==> config.mk <==
export PLATFORM = sky130hd
export DESIGN_NAME = clkdiv_ctrl_flat
export DESIGN_NICKNAME = d
export VERILOG_FILES = /design/src/rtl/clkdiv_pkg.sv /design/src/rtl/clkdiv_if.sv /design/src/rtl/clkdiv_core.sv /design/src/rtl/clkdiv_ctrl.sv /design/src/flat_wrapper.sv
export SDC_FILE = /design/constraint.sdc
export NUM_CORES = 1
export LEC_CHECK = 0
export CAP_MARGIN = 20
export CORE_ASPECT_RATIO = 0.5
export CORE_MARGIN = 1
export CORE_UTILIZATION = 55
export CTS_CLUSTER_DIAMETER = 150
export CTS_CLUSTER_SIZE = 10
export DETAILED_ROUTE_END_ITERATION = 7
export GPL_TIMING_DRIVEN = 0
export PLACE_DENSITY = 0.77
export SYNTH_ARGS = -nofsm -noshare
export SYNTH_HDL_FRONTEND = slang
export SYNTH_SLANG_ARGS = --single-unit
export TNS_END_PERCENT = 20
==> constraint.sdc <==
create_clock -name clkin -period 4.3 [get_ports clkin]
set_input_delay 0.645 -clock clkin [delete_from_list [all_inputs] [get_ports clkin]]
set_output_delay 0.645 -clock clkin [all_outputs]
set_load 0.005 [all_outputs]
==> src/rtl/clkdiv_pkg.sv <==
// Shared types and helpers for the integer clock divider controller.
package clkdiv_pkg;

    typedef enum logic [1:0] {
        ST_IDLE = 2'd0,
        ST_RUN  = 2'd1,
        ST_STOP = 2'd2
    } clkdiv_state_t;

    localparam int CLKDIV_MIN_DIV = 2;

    // Divisors below the minimum would give a period with no low phase.
    function automatic logic [15:0] clkdiv_clamp(input logic [15:0] div);
        return (div < 16'(CLKDIV_MIN_DIV)) ? 16'(CLKDIV_MIN_DIV) : div;
    endfunction

endpackage

==> src/rtl/clkdiv_if.sv <==
// Run request, divisor handshake and divided-clock outputs of clkdiv_ctrl.
interface clkdiv_if #(
    parameter int CW = 8
);
    logic          en;
    logic          cfg_valid;
    logic [CW-1:0] cfg_div;
    logic          cfg_ready;
    logic          clkout;
    logic          tick;
    logic          busy;
    logic [CW-1:0] cur_div;

    modport master (
        output en, cfg_valid, cfg_div,
        input  cfg_ready, clkout, tick, busy, cur_div
    );

    modport slave (
        input  en, cfg_valid, cfg_div,
        output cfg_ready, clkout, tick, busy, cur_div
    );
endinterface

==> src/rtl/clkdiv_core.sv <==
// Period counter and output flops; run/div are next-cycle values so clkout
// and tick come straight from flops.
module clkdiv_core
    import clkdiv_pkg::*;
#(
    parameter int CW      = 8,
    parameter int DEF_DIV = 3
) (
    input  logic          clkin,
    input  logic          reset,
    input  logic          run,
    input  logic [CW-1:0] div,
    output logic          boundary,
    output logic          clkout,
    output logic          tick,
    output logic [CW-1:0] cur_div
);
    logic          r_active;
    logic [CW-1:0] r_cnt;
    logic [CW-1:0] r_div;
    logic          r_clkout;
    logic          r_tick;
    logic [CW-1:0] w_cnt_nxt;
    logic [CW:0]   w_high;

    always_comb begin
        boundary  = r_active && (r_cnt == (r_div - CW'(1)));
        w_high    = ({1'b0, div} + (CW+1)'(1)) >> 1;
        w_cnt_nxt = '0;
        // A period entered from idle starts at 0 rather than incrementing.
        if (run && r_active && !boundary) begin
            w_cnt_nxt = r_cnt + CW'(1);
        end
    end

    always_ff @(posedge clkin) begin
        if (reset) begin
            r_active <= 1'b0;
            r_cnt    <= '0;
            r_div    <= CW'(DEF_DIV);
            r_clkout <= 1'b0;
            r_tick   <= 1'b0;
        end else begin
            r_active <= run;
            r_cnt    <= w_cnt_nxt;
            r_div    <= div;
            r_clkout <= run && ({1'b0, w_cnt_nxt} < w_high);
            r_tick   <= run && (w_cnt_nxt == '0);
        end
    end

    assign clkout  = r_clkout;
    assign tick    = r_tick;
    assign cur_div = r_div;
endmodule

==> src/rtl/clkdiv_ctrl.sv <==
// Run/stop FSM and pending-divisor register around clkdiv_core.
//   state   | meaning
//   ST_IDLE | stopped, clkout low, counter held at 0
//   ST_RUN  | dividing, en still requested
//   ST_STOP | en dropped, finishing the current period
module clkdiv_ctrl
    import clkdiv_pkg::*;
#(
    parameter int CW      = 8,
    parameter int DEF_DIV = 3
) (
    input  logic     clkin,
    input  logic     reset,
    clkdiv_if.slave  bus
);
    clkdiv_state_t r_state;
    clkdiv_state_t w_state_nxt;
    logic          r_pend_v;
    logic [CW-1:0] r_pend_div;
    logic [CW-1:0] w_div_clamp;
    logic [CW-1:0] w_div_nxt;
    logic          w_accept;
    logic          w_boundary;
    logic          w_run_nxt;

    assign w_div_clamp = CW'(clkdiv_clamp(16'(bus.cfg_div)));
    assign w_accept    = bus.cfg_valid && !r_pend_v;

    always_comb begin
        w_state_nxt = r_state;
        w_div_nxt   = bus.cur_div;
        unique case (r_state)
            ST_IDLE: if (bus.en) w_state_nxt = ST_RUN;
            ST_RUN:  if (!bus.en) w_state_nxt = ST_STOP;
            ST_STOP: begin
                if (bus.en) w_state_nxt = ST_RUN;
                else if (w_boundary) w_state_nxt = ST_IDLE;
            end
            default: w_state_nxt = ST_IDLE;
        endcase
        if (r_pend_v && w_boundary) begin
            w_div_nxt = r_pend_div;
        end else if (w_accept && (r_state == ST_IDLE)) begin
            w_div_nxt = w_div_clamp;
        end
        w_run_nxt = (w_state_nxt != ST_IDLE);
    end

    always_ff @(posedge clkin) begin
        if (reset) begin
            r_state    <= ST_IDLE;
            r_pend_v   <= 1'b0;
            r_pend_div <= '0;
        end else begin
            r_state <= w_state_nxt;
            // An acceptance in the boundary cycle cannot clear here since pend_v was 0.
            if (r_pend_v && w_boundary) begin
                r_pend_v <= 1'b0;
            end else if (w_accept && (r_state != ST_IDLE)) begin
                r_pend_v   <= 1'b1;
                r_pend_div <= w_div_clamp;
            end
        end
    end

    clkdiv_core #(
        .CW      (CW),
        .DEF_DIV (DEF_DIV)
    ) u_core (
        .clkin    (clkin),
        .reset    (reset),
        .run      (w_run_nxt),
        .div      (w_div_nxt),
        .boundary (w_boundary),
        .clkout   (bus.clkout),
        .tick     (bus.tick),
        .cur_div  (bus.cur_div)
    );

    assign bus.cfg_ready = !r_pend_v;
    assign bus.busy      = (r_state != ST_IDLE);
endmodule

==> src/flat_wrapper.sv <==
// flat-port wrapper written by rule: the top's interface ports become plain ports
module clkdiv_ctrl_flat import clkdiv_pkg::*;
#(
    parameter int CW      = 8,
    parameter int DEF_DIV = 3
)
  (clkin, reset, bus_en, bus_cfg_valid, bus_cfg_div, bus_cfg_ready, bus_clkout, bus_tick, bus_busy, bus_cur_div);
  clkdiv_if #(.CW(CW)) bus_i ();
  input  logic clkin;
  input  logic reset;
  input wire logic [$bits(bus_i.en)-1:0] bus_en;
  input wire logic [$bits(bus_i.cfg_valid)-1:0] bus_cfg_valid;
  input wire logic [$bits(bus_i.cfg_div)-1:0] bus_cfg_div;
  output wire logic [$bits(bus_i.cfg_ready)-1:0] bus_cfg_ready;
  output wire logic [$bits(bus_i.clkout)-1:0] bus_clkout;
  output wire logic [$bits(bus_i.tick)-1:0] bus_tick;
  output wire logic [$bits(bus_i.busy)-1:0] bus_busy;
  output wire logic [$bits(bus_i.cur_div)-1:0] bus_cur_div;
  assign bus_i.en = bus_en;
  assign bus_i.cfg_valid = bus_cfg_valid;
  assign bus_i.cfg_div = bus_cfg_div;
  assign bus_cfg_ready = bus_i.cfg_ready;
  assign bus_clkout = bus_i.clkout;
  assign bus_tick = bus_i.tick;
  assign bus_busy = bus_i.busy;
  assign bus_cur_div = bus_i.cur_div;
  clkdiv_ctrl #(.CW(CW), .DEF_DIV(DEF_DIV)) u_core (.clkin(clkin), .reset(reset), .bus(bus_i));
endmodule
=== Word level (Yosys, flattened, before mapping) ===
Cells that the tools add are included.

* Input bits: 12
* Register bits: 30
* Logic and storage cells: 43

* Eq/ne operators: 3
* Reductions and logical operators: 17
* Mux-type cells: 9
* $lt $le $gt $ge: 2
* $add $sub $neg: 3
* Bitwise operators: 1

{| class="wikitable"
|+ Operators with widths
! operator !! count
|-
| 8-bit 2-to-1 mux || 4
|-
| 8-bit by 1-bit adder with 9-bit output, second input constant || 1
|-
| 1-bit logical AND || 9
|-
| 8-bit by 1-bit adder with 8-bit output, second input constant || 1
|-
| 8-bit == test || 1
|-
| 8-bit logical NOT || 1
|-
| 8-bit by 2-bit less-than comparator with 1-bit output, second input constant || 1
|-
| 8-bit less-than comparator || 1
|-
| 2-bit 2-to-1 mux || 4
|-
| 8-bit by 1-bit subtractor with 8-bit output, second input constant || 1
|-
| 2-bit one-hot mux with 3 select lines || 1
|-
| 2-bit nonzero test || 2
|-
| 2-bit by 1-bit == test with 1-bit output, second input constant || 1
|-
| 2-bit == test, second input constant || 1
|-
| 1-bit logical NOT || 2
|-
| 2-bit logical NOT || 1
|-
| 2-bit AND reduction || 1
|-
| 2-bit OR reduction || 1
|-
| 1-bit NOT || 1
|}

=== Depth between registers and ports, before layout ===
* Depth after elaboration: 12
* Depth in mapped cells: 21

=== Cells and area by module ===
A second synthesis with hierarchy kept.

* Cells, all modules: 239
* Area, all modules: 1946.9 sq um

{| class="wikitable"
|+ By module, submodules not included
! module !! area each (sq um) !! instances !! cells each !! seq. area each (sq um)
|-
| clkdiv_core || 1244.9 || 1 || 150 || 380.4
|-
| clkdiv_ctrl || 701.9 || 1 || 89 || 220.2
|}

=== Worst setup path before layout ===
No wires, ideal clock.

* Path type: register to register
* Start point: reg u_core.u_core.r_div[0], in the netlist u_core.u_core.cur_div[0]
* End point: reg u_core.u_core.r_clkout, in the netlist u_core.u_core.clkout
* Path buffers: 3
* Period minus slack after synthesis: 3.870 ns
* Data arrival time: 3.784 ns
* Path slack: 0.430 ns
* Cell stages (with the launch flop): 20
* Required time: 4.214 ns
* Library setup time: 0.086 ns
* Cell sequence: dfxtp_1 -> buf_2 -> inv_1 -> ha_1 -> o21ba_1 -> a221oi_2 -> o221ai_1 -> or3_1 -> buf_6 -> mux2_4 -> ha_1 -> clkbuf_1 -> nand3_1 -> xor2_1 -> o21ai_0 -> o22ai_1 -> ha_1 -> a211oi_1 -> o211ai_1 -> a211oi_1

* Elaborated cells on any way between the ends: 17
* Classes of those cells: add/sub (2); order compare (1); eq/ne (1); mux (6); reduce/logical (7)

{| class="wikitable"
|+ RTL lines
! element !! RTL line !! RTL
|-
| from (decl) || clkdiv_core.sv:20 || <nowiki>logic [CW-1:0] r_div;</nowiki>
|-
| from (signal assigned) || clkdiv_core.sv:40 || <nowiki>r_div <= CW'(DEF_DIV);</nowiki>
|-
| from (signal assigned) || clkdiv_core.sv:46 || <nowiki>r_div <= div;</nowiki>
|-
| 8-bit by 1-bit subtractor with 8-bit output || clkdiv_core.sv:27 || <nowiki>boundary = r_active && (r_cnt == (r_div - CW'(1)));</nowiki>
|-
| 8-bit == test || clkdiv_core.sv:27 ||
|-
| 1-bit logical AND || clkdiv_core.sv:27 ||
|-
| 1-bit logical AND || clkdiv_ctrl.sv:41 || <nowiki>if (r_pend_v && w_boundary) begin</nowiki>
|-
| 8-bit 2-to-1 mux * || clkdiv_ctrl.sv:41 ||
|-
| via u_core.u_core.div[0] || clkdiv_core.sv:12 || <nowiki>input logic [CW-1:0] div,</nowiki>
|-
| 8-bit by 1-bit adder with 9-bit output * || clkdiv_core.sv:28 || <nowiki>w_high = ({1'b0, div} + (CW+1)'(1)) >> 1;</nowiki>
|-
| 8-bit less-than comparator * || clkdiv_core.sv:47 || <nowiki>r_clkout <= run && ({1'b0, w_cnt_nxt} < w_high);</nowiki>
|-
| 1-bit logical AND * || clkdiv_core.sv:47 ||
|-
| to (signal assigned) || clkdiv_core.sv:47 ||
|-
| to (decl) || clkdiv_core.sv:21 || <nowiki>logic r_clkout;</nowiki>
|}

Mark *: on every way through the listed nets, which the timed path passes. The rest lies on a longest branch.
A chain may end at the register's enable or synchronous reset.

=== Final worst setup path ===
Ends and elaborated chain as after synthesis.

==> results.yml <==
run_status:
  status: "finished, final reports clean"
timing:
  finClkSkew_ns: 0.00615
  fmax_mhz: 246
  setup_tns_ns: 0
  max_slew.worst_pin.slew_ns: 0.668
  hold_viol_final: 0
  slew_headroom_pct: 55.5
  slew_violations: 0
  finalCritPeriodShare_pct: 94.4
  setup_viol_count_final: 0
  setup_ws_ns: 0.239
  finalCriticalPeriod_ns: 4.06
pwr:
  power_leakage_uw: 0.00101
  clock_power_share_pct: 35.6
  pwr-share-comb_pct: 23.9
  p_int_uw: 541
  sw_frac_of_total_pct: 29.2
  power_frac_seq_pct: 40.4
  ir_drop_uv: 223
  p_sw_uw: 223
  power_density_nw_per_um2: 299
logic_synthesis:
  yosys.area.top_type_share_pct: 28.2
  ys_types: 47
  synth_nets: 281
  synth_top_cell_by_area: "dfxtp_1"
  ys_seq_area_share_pct: 28.2
  synth_area_per_cell_um2: 8.23
  async_reset_ff_share_pct: 0
  synth_cells: 259
  yosysWarnings: 0
  synth.area.top_cells: "dfxtp_1 (28%), xor2_1 (7.0%), nor2_1 (6.7%), ha_1 (5.9%), mux2i_1 (4.7%)"
  ys.flop_type: "dfxtp_1"
  syn_area_um2: 2130
  ys_ff_latch: 30
  synth_edf_count: 0
cts:
  cts_hold_buf: 0
  clockBufferDepth: 2
  root_buffer: "clkbuf_8"
  cts-buffers-inserted: 5
  cts_tree: "built"
  h-tree-depth: 2
  clkTransAtPathRegs_ns: 0.07
  cts.sinks: 30
  clock_latency_ns: 0.29
  postCtsSetupBuffers: 0
setup_path:
  cp.required_ns: 4.51
  endpoint_kind: "register"
  crit_type: "register to register"
  r2r_end: "u_core.u_core.clkout$_SDFF_PP0_"
  reg2reg_depth: 18
  arrival_ns: 4.27
  cp_max_fo: 7
  r2r_slack_ns: 0.24
  worstSetupStartpointType: "register"
  r2r_start: "u_core.u_core.cur_div[0]$_SDFF_PP1_"
placement:
  port_buffers: 22
  hpwlAfterDp_um: 4180
  dp_slack_ns: -0.270
  gp_congestion: 0.905
grt:
  grt_pass1_wl_um: 8840
  track_usage_pct: 28.5
  grt_util_met1_pct: 40.4
  antenna_found_initial: 0
  met3_usage_pct: 6.83
  grt-busiest-layer: "met2"
  met2_usage_pct: 42.6
  gr-total-overflow: 0
  grt_pass1_vias: 1809
  grt_max_degree: 11
layout:
  drive_gt1_share_pct: 12.8
  multi_input_area_um2: 1430
  fillers: 290
  nets: 309
  seq_area_um2: 602
  layout.cells.most_common: "nor2_1"
  diodes: 0
  area_growth_pct: 19.8
  final_cell_mix: "nor2_1 (38), dfxtp_1 (29), clkdlybuf4s50_1 (22)"
drt:
  vias: 2037
  drtIter0Drc: 115
  drtAntennaViolNets: 0
  wire_per_inst_um: 16.2
  drc: 0
  via_per_inst: 6.01
  drt-total-wl_um: 5510
  drtPass1Iterations: 4
die:
  dieArea_um2: 4140
  pin_count: 24
  start_util_pct: 59.8
  fp.coreArea_um2: 3570
  die_y_um: 46.0
  fp-row-count: 15
  die_x_um: 90.1
worst_hold_path:
  hold_path_class: "register to register"
  whs_path_depth: 2
  min_to: "u_core.r_pend_div[0]$_SDFFE_PP0P_"
  min-delay-start: "u_core.r_pend_div[0]$_SDFFE_PP0P_"
run:
  drv_cap: 0
## sequential cells by signal, indices dropped and copies added, names as in the netlist
register and count:
u_core.u_core.cur_div 8, u_core.u_core.r_active 1, u_core.u_core.clkout 1, u_core.u_core.r_cnt 8, u_core.r_state 2, u_core.r_pend_v 1
u_core.u_core.tick 1, u_core.r_pend_div 8
## metal layers
metal,vias up,wire (um)
met5,-,0
met4,0,51
met3,7,438
met2,88,2310
met1,956,2710
li1,986,-
## synthesized netlist by cell type, types with 3 or more instances
cell type and n:
a211oi_1 3, nand2_1 7, and3_1 11, buf_2 3, xor2_1 17, o21ai_0 9
a31oi_1 3, xnor2_1 9, mux2i_1 10, clkbuf_1 8, buf_6 5, dfxtp_1 30
nor2_1 38, nor3_1 16, ha_1 10, a21oi_1 14, a211oi_2 3, inv_1 6
nand3_1 14, nand4_1 6, nor2b_1 4
## stage by stage
step	power [uW]	utilization, %	instance area, um2	std cells	hold WS, ns
after floorplan	427	-	2130	259	0.489
after global placement	483	67.8	2420	332	0.530
after detailed placement	488	67.8	2420	332	0.538
after CTS	762	71.1	2530	339	0.553
after global routing	796	71.6	2550	339	0.583
final	764	71.6	2550	339	0.560
## how the worst max path moves through the flow
stage                                             start                               to  slack (ns)  depth (start not counted)
floorplan           u_core.u_core.cur_div[0]$_SDFF_PP1_  u_core.u_core.clkout$_SDFF_PP0_        0.43                         19
global placement                          bus_cfg_valid  u_core.u_core.clkout$_SDFF_PP0_       -0.15                         16
detailed placement                        bus_cfg_valid  u_core.u_core.clkout$_SDFF_PP0_       -0.27                         16
CTS                 u_core.u_core.cur_div[0]$_SDFF_PP1_  u_core.u_core.clkout$_SDFF_PP0_        0.09                         18
global route        u_core.u_core.cur_div[0]$_SDFF_PP1_  u_core.u_core.clkout$_SDFF_PP0_       -0.03                         18
finish              u_core.u_core.cur_div[0]$_SDFF_PP1_  u_core.u_core.clkout$_SDFF_PP0_        0.24                         18
## worst max-delay path, stage by stage, from the launching register on
cell and delay (ns):
dfxtp_1 0.33, clkbuf_4 0.19, inv_1 0.06, ha_2 0.22, o21ba_1 0.18, a221oi_2 0.31
o221ai_2 0.15, or3_1 0.35, buf_6 0.15, mux2_4 0.20, ha_2 0.27, nand3_1 0.12
xor2_1 0.15, o21ai_0 0.23, o22ai_2 0.15, ha_1 0.32, a211oi_2 0.22, o211ai_1 0.14
a211oi_2 0.25
## final cells by class
type | instances | area share (%)
multi-input combinational | 206 | 55.9
sequential | 30 | 23.6
timing repair buffer | 22 | 8.62
clock buffer | 8 | 4.31
buffer | 16 | 4.21
tap | 51 | 2.50
inverter | 6 | 0.882
## cell families (layout without fill, tap and decap cells)
logic type | Yosys count | after routing | synth area share [%]
AND/OR/NAND/NOR | 110 | 110 | 26.6
AO/OA/AOI/OAI | 46 | 46 | 15.3
flip-flops | 30 | 30 | 28.2
XOR/XNOR | 26 | 26 | 10.7
buffers and inverters | 23 | 52 | 6.16
multiplexers | 14 | 14 | 7.16
adder cells (fa/ha/maj) | 10 | 10 | 5.87
## repair_timing
action | CTS | global route
pin swaps | 1 | 3
resized for setup | 3 | 5
setup endpoints to repair | 1 | 1
## power by group through the flow
stage / clock, uW / sequential, uW / combinational [uW]
2_1_floorplan: 0 / 310 / 117
3_3_place_gp: 0 / 313 / 170
3_5_place_dp: 0 / 314 / 174
4_1_cts: 276 / 308 / 178
5_1_grt: 286 / 310 / 201
6_report: 272 / 309 / 183
Note: power is estimated with default switching activity, not from simulation.
